### src/rtl/round_sat_pipe.sv
// Two-stage round-and-saturate pipeline: narrows NUM_CH lanes from WIDTH_IN to
// WIDTH_OUT bits with a per-beat rounding mode and counts saturated output beats.
module round_sat_pipe #(
    parameter int NUM_CH    = 1,
    parameter int WIDTH_IN  = 16,
    parameter int WIDTH_OUT = 8,
    parameter int IS_SIGNED = 1,
    parameter int CNT_WIDTH = 16
) (
    input  logic                        clk,
    input  logic                        rst_n,
    input  logic                        in_valid,
    output logic                        in_ready,
    input  logic [NUM_CH*WIDTH_IN-1:0]  in_data,
    input  logic [1:0]                  in_mode,
    output logic                        out_valid,
    input  logic                        out_ready,
    output logic [NUM_CH*WIDTH_OUT-1:0] out_data,
    output logic [NUM_CH-1:0]           out_sat,
    input  logic                        sat_clr,
    output logic [CNT_WIDTH-1:0]        sat_count
);
    localparam int D = WIDTH_IN - WIDTH_OUT;
    localparam logic [WIDTH_OUT-1:0] ALL_ONES = {WIDTH_OUT{1'b1}};
    localparam logic [WIDTH_OUT-1:0] MAX_POS  = ALL_ONES >> 1'b1;
    localparam logic [CNT_WIDTH-1:0] CNT_MAX  = {CNT_WIDTH{1'b1}};

    if (WIDTH_OUT < 1 || WIDTH_OUT > WIDTH_IN || NUM_CH < 1) begin : g_bad_param
        $error("round_sat_pipe: need NUM_CH >= 1 and 0 < WIDTH_OUT <= WIDTH_IN");
    end

    logic [NUM_CH*WIDTH_OUT-1:0] lane_trunc_s;
    logic [NUM_CH-1:0]           lane_inc_s;
    logic [NUM_CH*WIDTH_OUT-1:0] lane_res_s;
    logic [NUM_CH-1:0]           lane_sat_s;

    logic                        s1_valid_q, s1_valid_d;
    logic [NUM_CH*WIDTH_OUT-1:0] s1_trunc_q, s1_trunc_d;
    logic [NUM_CH-1:0]           s1_inc_q, s1_inc_d;
    logic                        out_valid_q, out_valid_d;
    logic [NUM_CH*WIDTH_OUT-1:0] out_data_q, out_data_d;
    logic [NUM_CH-1:0]           out_sat_q, out_sat_d;
    logic [CNT_WIDTH-1:0]        sat_count_q, sat_count_d;
    logic                        init_done_q, init_done_d;

    logic s2_load_s, s1_load_s, accept_s, sat_hit_s;

    for (genvar k = 0; k < NUM_CH; k++) begin : g_lane
        logic [WIDTH_IN-1:0]  din_s;
        logic [WIDTH_OUT-1:0] tq_s;
        logic [WIDTH_OUT:0]   sum_s;
        logic                 ext_s;
        logic                 ovf_s;

        assign din_s = in_data[k*WIDTH_IN +: WIDTH_IN];

        if (D == 0) begin : g_pass
            assign lane_trunc_s[k*WIDTH_OUT +: WIDTH_OUT] = din_s;
            assign lane_inc_s[k] = 1'b0;
        end else begin : g_round
            localparam logic [D-1:0] HALF = D'(1'b1) << (D - 1);
            logic [D-1:0] frac_s;
            logic         above_s, tie_s, neg_s, inc_s;

            assign frac_s  = din_s[D-1:0];
            assign above_s = (frac_s > HALF);
            assign tie_s   = (frac_s == HALF);
            assign neg_s   = (IS_SIGNED != 0) && din_s[WIDTH_IN-1];
            assign lane_trunc_s[k*WIDTH_OUT +: WIDTH_OUT] = din_s[WIDTH_IN-1:D];
            assign lane_inc_s[k] = inc_s;

            // rounding increment decode for this lane
            always_comb begin
                case (in_mode)
                    2'd0:    inc_s = 1'b0;
                    2'd1:    inc_s = above_s || tie_s;
                    2'd2:    inc_s = above_s || (tie_s && din_s[D]);
                    2'd3:    inc_s = above_s || (tie_s && !neg_s);
                    default: inc_s = 1'b0;
                endcase
            end
        end

        // Only upward overflow is possible since the increment is never negative.
        assign tq_s  = s1_trunc_q[k*WIDTH_OUT +: WIDTH_OUT];
        assign ext_s = (IS_SIGNED != 0) ? tq_s[WIDTH_OUT-1] : 1'b0;
        assign sum_s = {ext_s, tq_s} + {{WIDTH_OUT{1'b0}}, s1_inc_q[k]};
        assign ovf_s = (IS_SIGNED != 0) ? (sum_s[WIDTH_OUT] != sum_s[WIDTH_OUT-1])
                                        : sum_s[WIDTH_OUT];
        assign lane_sat_s[k] = ovf_s;
        assign lane_res_s[k*WIDTH_OUT +: WIDTH_OUT] =
            !ovf_s ? sum_s[WIDTH_OUT-1:0] : ((IS_SIGNED != 0) ? MAX_POS : ALL_ONES);
    end

    assign s2_load_s   = !out_valid_q || out_ready;
    assign s1_load_s   = !s1_valid_q || s2_load_s;
    assign in_ready    = init_done_q && s1_load_s;
    assign accept_s    = in_valid && in_ready;
    assign sat_hit_s   = out_valid_q && out_ready && (|out_sat_q);
    assign init_done_d = 1'b1;

    // stage 1 next state: capture truncated lanes and increments on accept
    always_comb begin
        s1_valid_d = s1_valid_q;
        s1_trunc_d = s1_trunc_q;
        s1_inc_d   = s1_inc_q;
        if (s1_load_s) begin
            s1_valid_d = accept_s;
            if (accept_s) begin
                s1_trunc_d = lane_trunc_s;
                s1_inc_d   = lane_inc_s;
            end else begin
                s1_trunc_d = s1_trunc_q;
                s1_inc_d   = s1_inc_q;
            end
        end else begin
            s1_valid_d = s1_valid_q;
        end
    end

    // stage 2 next state: rounded/saturated result, held while stalled
    always_comb begin
        out_valid_d = out_valid_q;
        out_data_d  = out_data_q;
        out_sat_d   = out_sat_q;
        if (s2_load_s) begin
            out_valid_d = s1_valid_q;
            if (s1_valid_q) begin
                out_data_d = lane_res_s;
                out_sat_d  = lane_sat_s;
            end else begin
                out_data_d = out_data_q;
                out_sat_d  = out_sat_q;
            end
        end else begin
            out_valid_d = out_valid_q;
        end
    end

    // saturation-event counter; a clear coinciding with a hit leaves one count
    always_comb begin
        sat_count_d = sat_count_q;
        if (sat_clr) begin
            sat_count_d = sat_hit_s ? CNT_WIDTH'(1'b1) : '0;
        end else if (sat_hit_s && (sat_count_q != CNT_MAX)) begin
            sat_count_d = sat_count_q + CNT_WIDTH'(1'b1);
        end else begin
            sat_count_d = sat_count_q;
        end
    end

    // state registers
    always_ff @(posedge clk or negedge rst_n) begin
        if (!rst_n) begin
            init_done_q <= 1'b0;
            s1_valid_q  <= 1'b0;
            s1_trunc_q  <= '0;
            s1_inc_q    <= '0;
            out_valid_q <= 1'b0;
            out_data_q  <= '0;
            out_sat_q   <= '0;
            sat_count_q <= '0;
        end else begin
            init_done_q <= init_done_d;
            s1_valid_q  <= s1_valid_d;
            s1_trunc_q  <= s1_trunc_d;
            s1_inc_q    <= s1_inc_d;
            out_valid_q <= out_valid_d;
            out_data_q  <= out_data_d;
            out_sat_q   <= out_sat_d;
            sat_count_q <= sat_count_d;
        end
    end

    assign out_valid = out_valid_q;
    assign out_data  = out_data_q;
    assign out_sat   = out_sat_q;
    assign sat_count = sat_count_q;

endmodule

### config.mk
export PLATFORM = sky130hd
export DESIGN_NAME = round_sat_pipe
export DESIGN_NICKNAME = d
export VERILOG_FILES = /design/src/rtl/round_sat_pipe.sv
export SDC_FILE = /design/constraint.sdc
export NUM_CORES = 1
export LEC_CHECK = 0
export CAP_MARGIN = 20
export CORE_MARGIN = 3
export CORE_UTILIZATION = 48
export DETAILED_ROUTE_END_ITERATION = 6
export PLACE_DENSITY = 0.79
export SLEW_MARGIN = 20
export SYNTH_ARGS = -nofsm -noshare
export SYNTH_HDL_FRONTEND = slang
export SYNTH_SLANG_ARGS = --single-unit
### constraint.sdc
create_clock -name clk -period 2.14 [get_ports clk]
set_clock_uncertainty 0.2 [all_clocks]
set_input_delay 0.535 -clock clk [delete_from_list [all_inputs] [get_ports clk]]
set_output_delay 0.535 -clock clk [all_outputs]
set_load 0.005 [all_outputs]
==> metrics.yaml <==
grt_max_degree: 38
hold_violations: 0
leakage_nw: 1.10
min_from: "out_data[0]"
avgSynthCellArea_um2: 10.5
antenna_found_initial: 0
holdPathEnd: "out_data[0]"
critPathMaxFanout: 5
rr_worst_depth: 7
grt_overflow_total: 0
num-fill-cells: 302
fp.dieW_um: 69.6
ctsRootBufferMaster: "clkbuf_8"
cts_tree: "done"
antenna_left: 0
design_area_um2: 2680
use_met2: 0.352
top_usage_layer: "met2"
worstPathArrival_ns: 2.06
grt_use_total: 0.196
rrSetupSlack_ns: 0.04
cp-end-kind: "register"
htreeDepth: 2
grt_pass1_vias: 1694
rr_endpoint: "out_sat"
rsz0062_at_grt: "no"
slew_headroom: 0.627
cp_data_required_time_ns: 2.11
num_vias: 1682
r2r-start: "s1_inc_q"
clk_latency_ns: 0.29
cts_sinks: 37
rows: 22
final_common_cell: "clkdlybuf4s50_1"
die_y_um: 69.6
drcViolationCount: 0
dp_hpwl_um: 3250
numPortBuffers: 49
critical_path.startpoint_type: "register"
firstDrtPassIters: 4
vias_per_cell: 5.57
synthCells: 185
n_antenna_cell: 0
met1_usage: 0.220
cts_buffers: 5
globalplace.congestion: 0.805
synth_edf_count: 0
yosys_warnings: 0
syn-num-nets: 212
first_iter_violations: 76
yosysSeqAreaShare: 0.477
period_needed_ns: 2.10
place_area_um2: 2580
path_clk_slew_ns: 0.07
p_per_area_nw_per_um2: 678
synth_area_um2: 1940
synth_seq_cells: 37
synthDistinctLibCells: 42
tightest_slew_ns: 0.555
areaGrowthSynthToFinish_pct: 37.8
die_area_um2: 4840
drv_slew: 0
holdWs_ns: 0.290
synthArstFlopShare: 1.00
drt-wirelength-per-cell_um: 14.7
status: "completed"
yosys_most_used_dff: "dfrtp_1"
final_cell_mix: "clkdlybuf4s50_1, dfrtp_1, buf_4"
core_um2: 3770
clk_path_buf_depth: 2
whs_path_depth: 2
worstSetupPathType: "reg -> reg"
fin_nets: 280
setup_viol: 0
drive_gt1_frac: 0.217
fmax_ghz: 0.477
wirelength_um: 4440
grt_pass1_wl_um: 7620
use_met3: 0.0522
ir_worst_vdd_mv: 0.506
maxCapViolCount: 0
initial_core_util: 0.515
finalCritPeriodShare: 0.979
min_path_type: "reg -> reg"
ios: 50
[per-stage QoR]
stage	power [mW]	setup TNS (ns)	instances	worst slack, ns	utilization
6_report	1.81	0	302	0.0442	0.709
5_1_grt	1.92	0	302	0.00893	0.709
4_1_cts	1.82	0	302	0.0195	0.708
3_5_place_dp	1.34	-5.68	294	-0.427	0.685
3_3_place_gp	1.33	-5.50	294	-0.433	0.685
2_1_floorplan	1.06	0	185	0.194	-
[timing repair]
action                                 4_1_cts  5_1_grt
pin swaps                                    3        1
setup endpoints to repair                   17       11
endpoints found under the hold margin        0        0
hold buffers                                 0        0
setup buffers                                0        0
gates resized for setup                      6        6
[final cells by class]
class | instances | area, um2 | area share
inverters | 2 | 7.51 | 0.00281
flip-flops and latches | 37 | 928 | 0.347
clock buffers | 8 | 80.1 | 0.0299
well taps | 48 | 60.1 | 0.0225
multi-input cells | 141 | 987 | 0.369
repair buffers | 66 | 612 | 0.229
[routing by layer]
metal | share of wire | vias to the layer above
met5 | 0 | -
met4 | 0.013 | 0
met3 | 0.047 | 5
met2 | 0.52 | 43
met1 | 0.42 | 816
li1 | - | 818
[state kept, by name, indices dropped and copies added, names as in the netlist]
| register | count |
|---|---|
| s1_inc_q | 1 |
| s1_valid_q | 1 |
| sat_count | 16 |
| g_lane.tq_s | 8 |
| out_sat | 1 |
| out_valid | 1 |
| out_data | 8 |
| init_done_q | 1 |
[Yosys cell counts, types with 4 or more instances]
master	count	area (um2)
ha_1	4	50.1
dfrtp_1	37	926
o31ai_1	5	37.5
nand3_1	11	55.1
a21oi_1	16	80.1
nand2b_1	5	31.3
nand2_1	14	52.6
nor4_1	4	25.0
nor2_1	13	48.8
mux2_2	15	169
nor2b_1	5	31.3
or4_1	6	45.0
o21ai_0	9	45.0
[power breakdown]
group / internal [mW] / switching (mW) / leakage [nW]
sequential: 0.800 / 0.0891 / 0.463
clock: 0.232 / 0.239 / 0.0395
combinational: 0.282 / 0.171 / 0.593
total: 1.31 / 0.499 / 1.10
[worst max-delay path: stages, from the launching register on]
cell and delay [ns]:
dfrtp_1 0.36, ha_1 0.21, nand3_1 0.14, nor2_1 0.17
nand3_1 0.11, xnor2_1 0.17, ha_2 0.34, mux2_2 0.27
[worst max-delay path by stage]
| stage | from | endpoint | slack (ns) | cells past startpoint |
|---|---|---|---|---|
| floorplan | s1_inc_q | out_data[5] | 0.19 | 8 |
| global placement | out_ready | in_ready | -0.43 | 4 |
| detailed placement | out_ready | in_ready | -0.43 | 4 |
| CTS | s1_inc_q | out_sat | 0.02 | 7 |
| global route | s1_inc_q | out_data[5] | 0.009 | 8 |
| finish | s1_inc_q | out_sat | 0.04 | 7 |
[kinds of logic after synthesis]
group	after synthesis	synth area share
and+or+nand+nor	78	0.248
DFF	37	0.477
adders and majority gates	4	0.0258
other	1	0.00193
buffers and inverters	7	0.0213
xor gates and xnor gates	5	0.0226
AOI/OAI and AO/OA	38	0.116
muxes	15	0.0870
(Power assumes the default switching activity.)
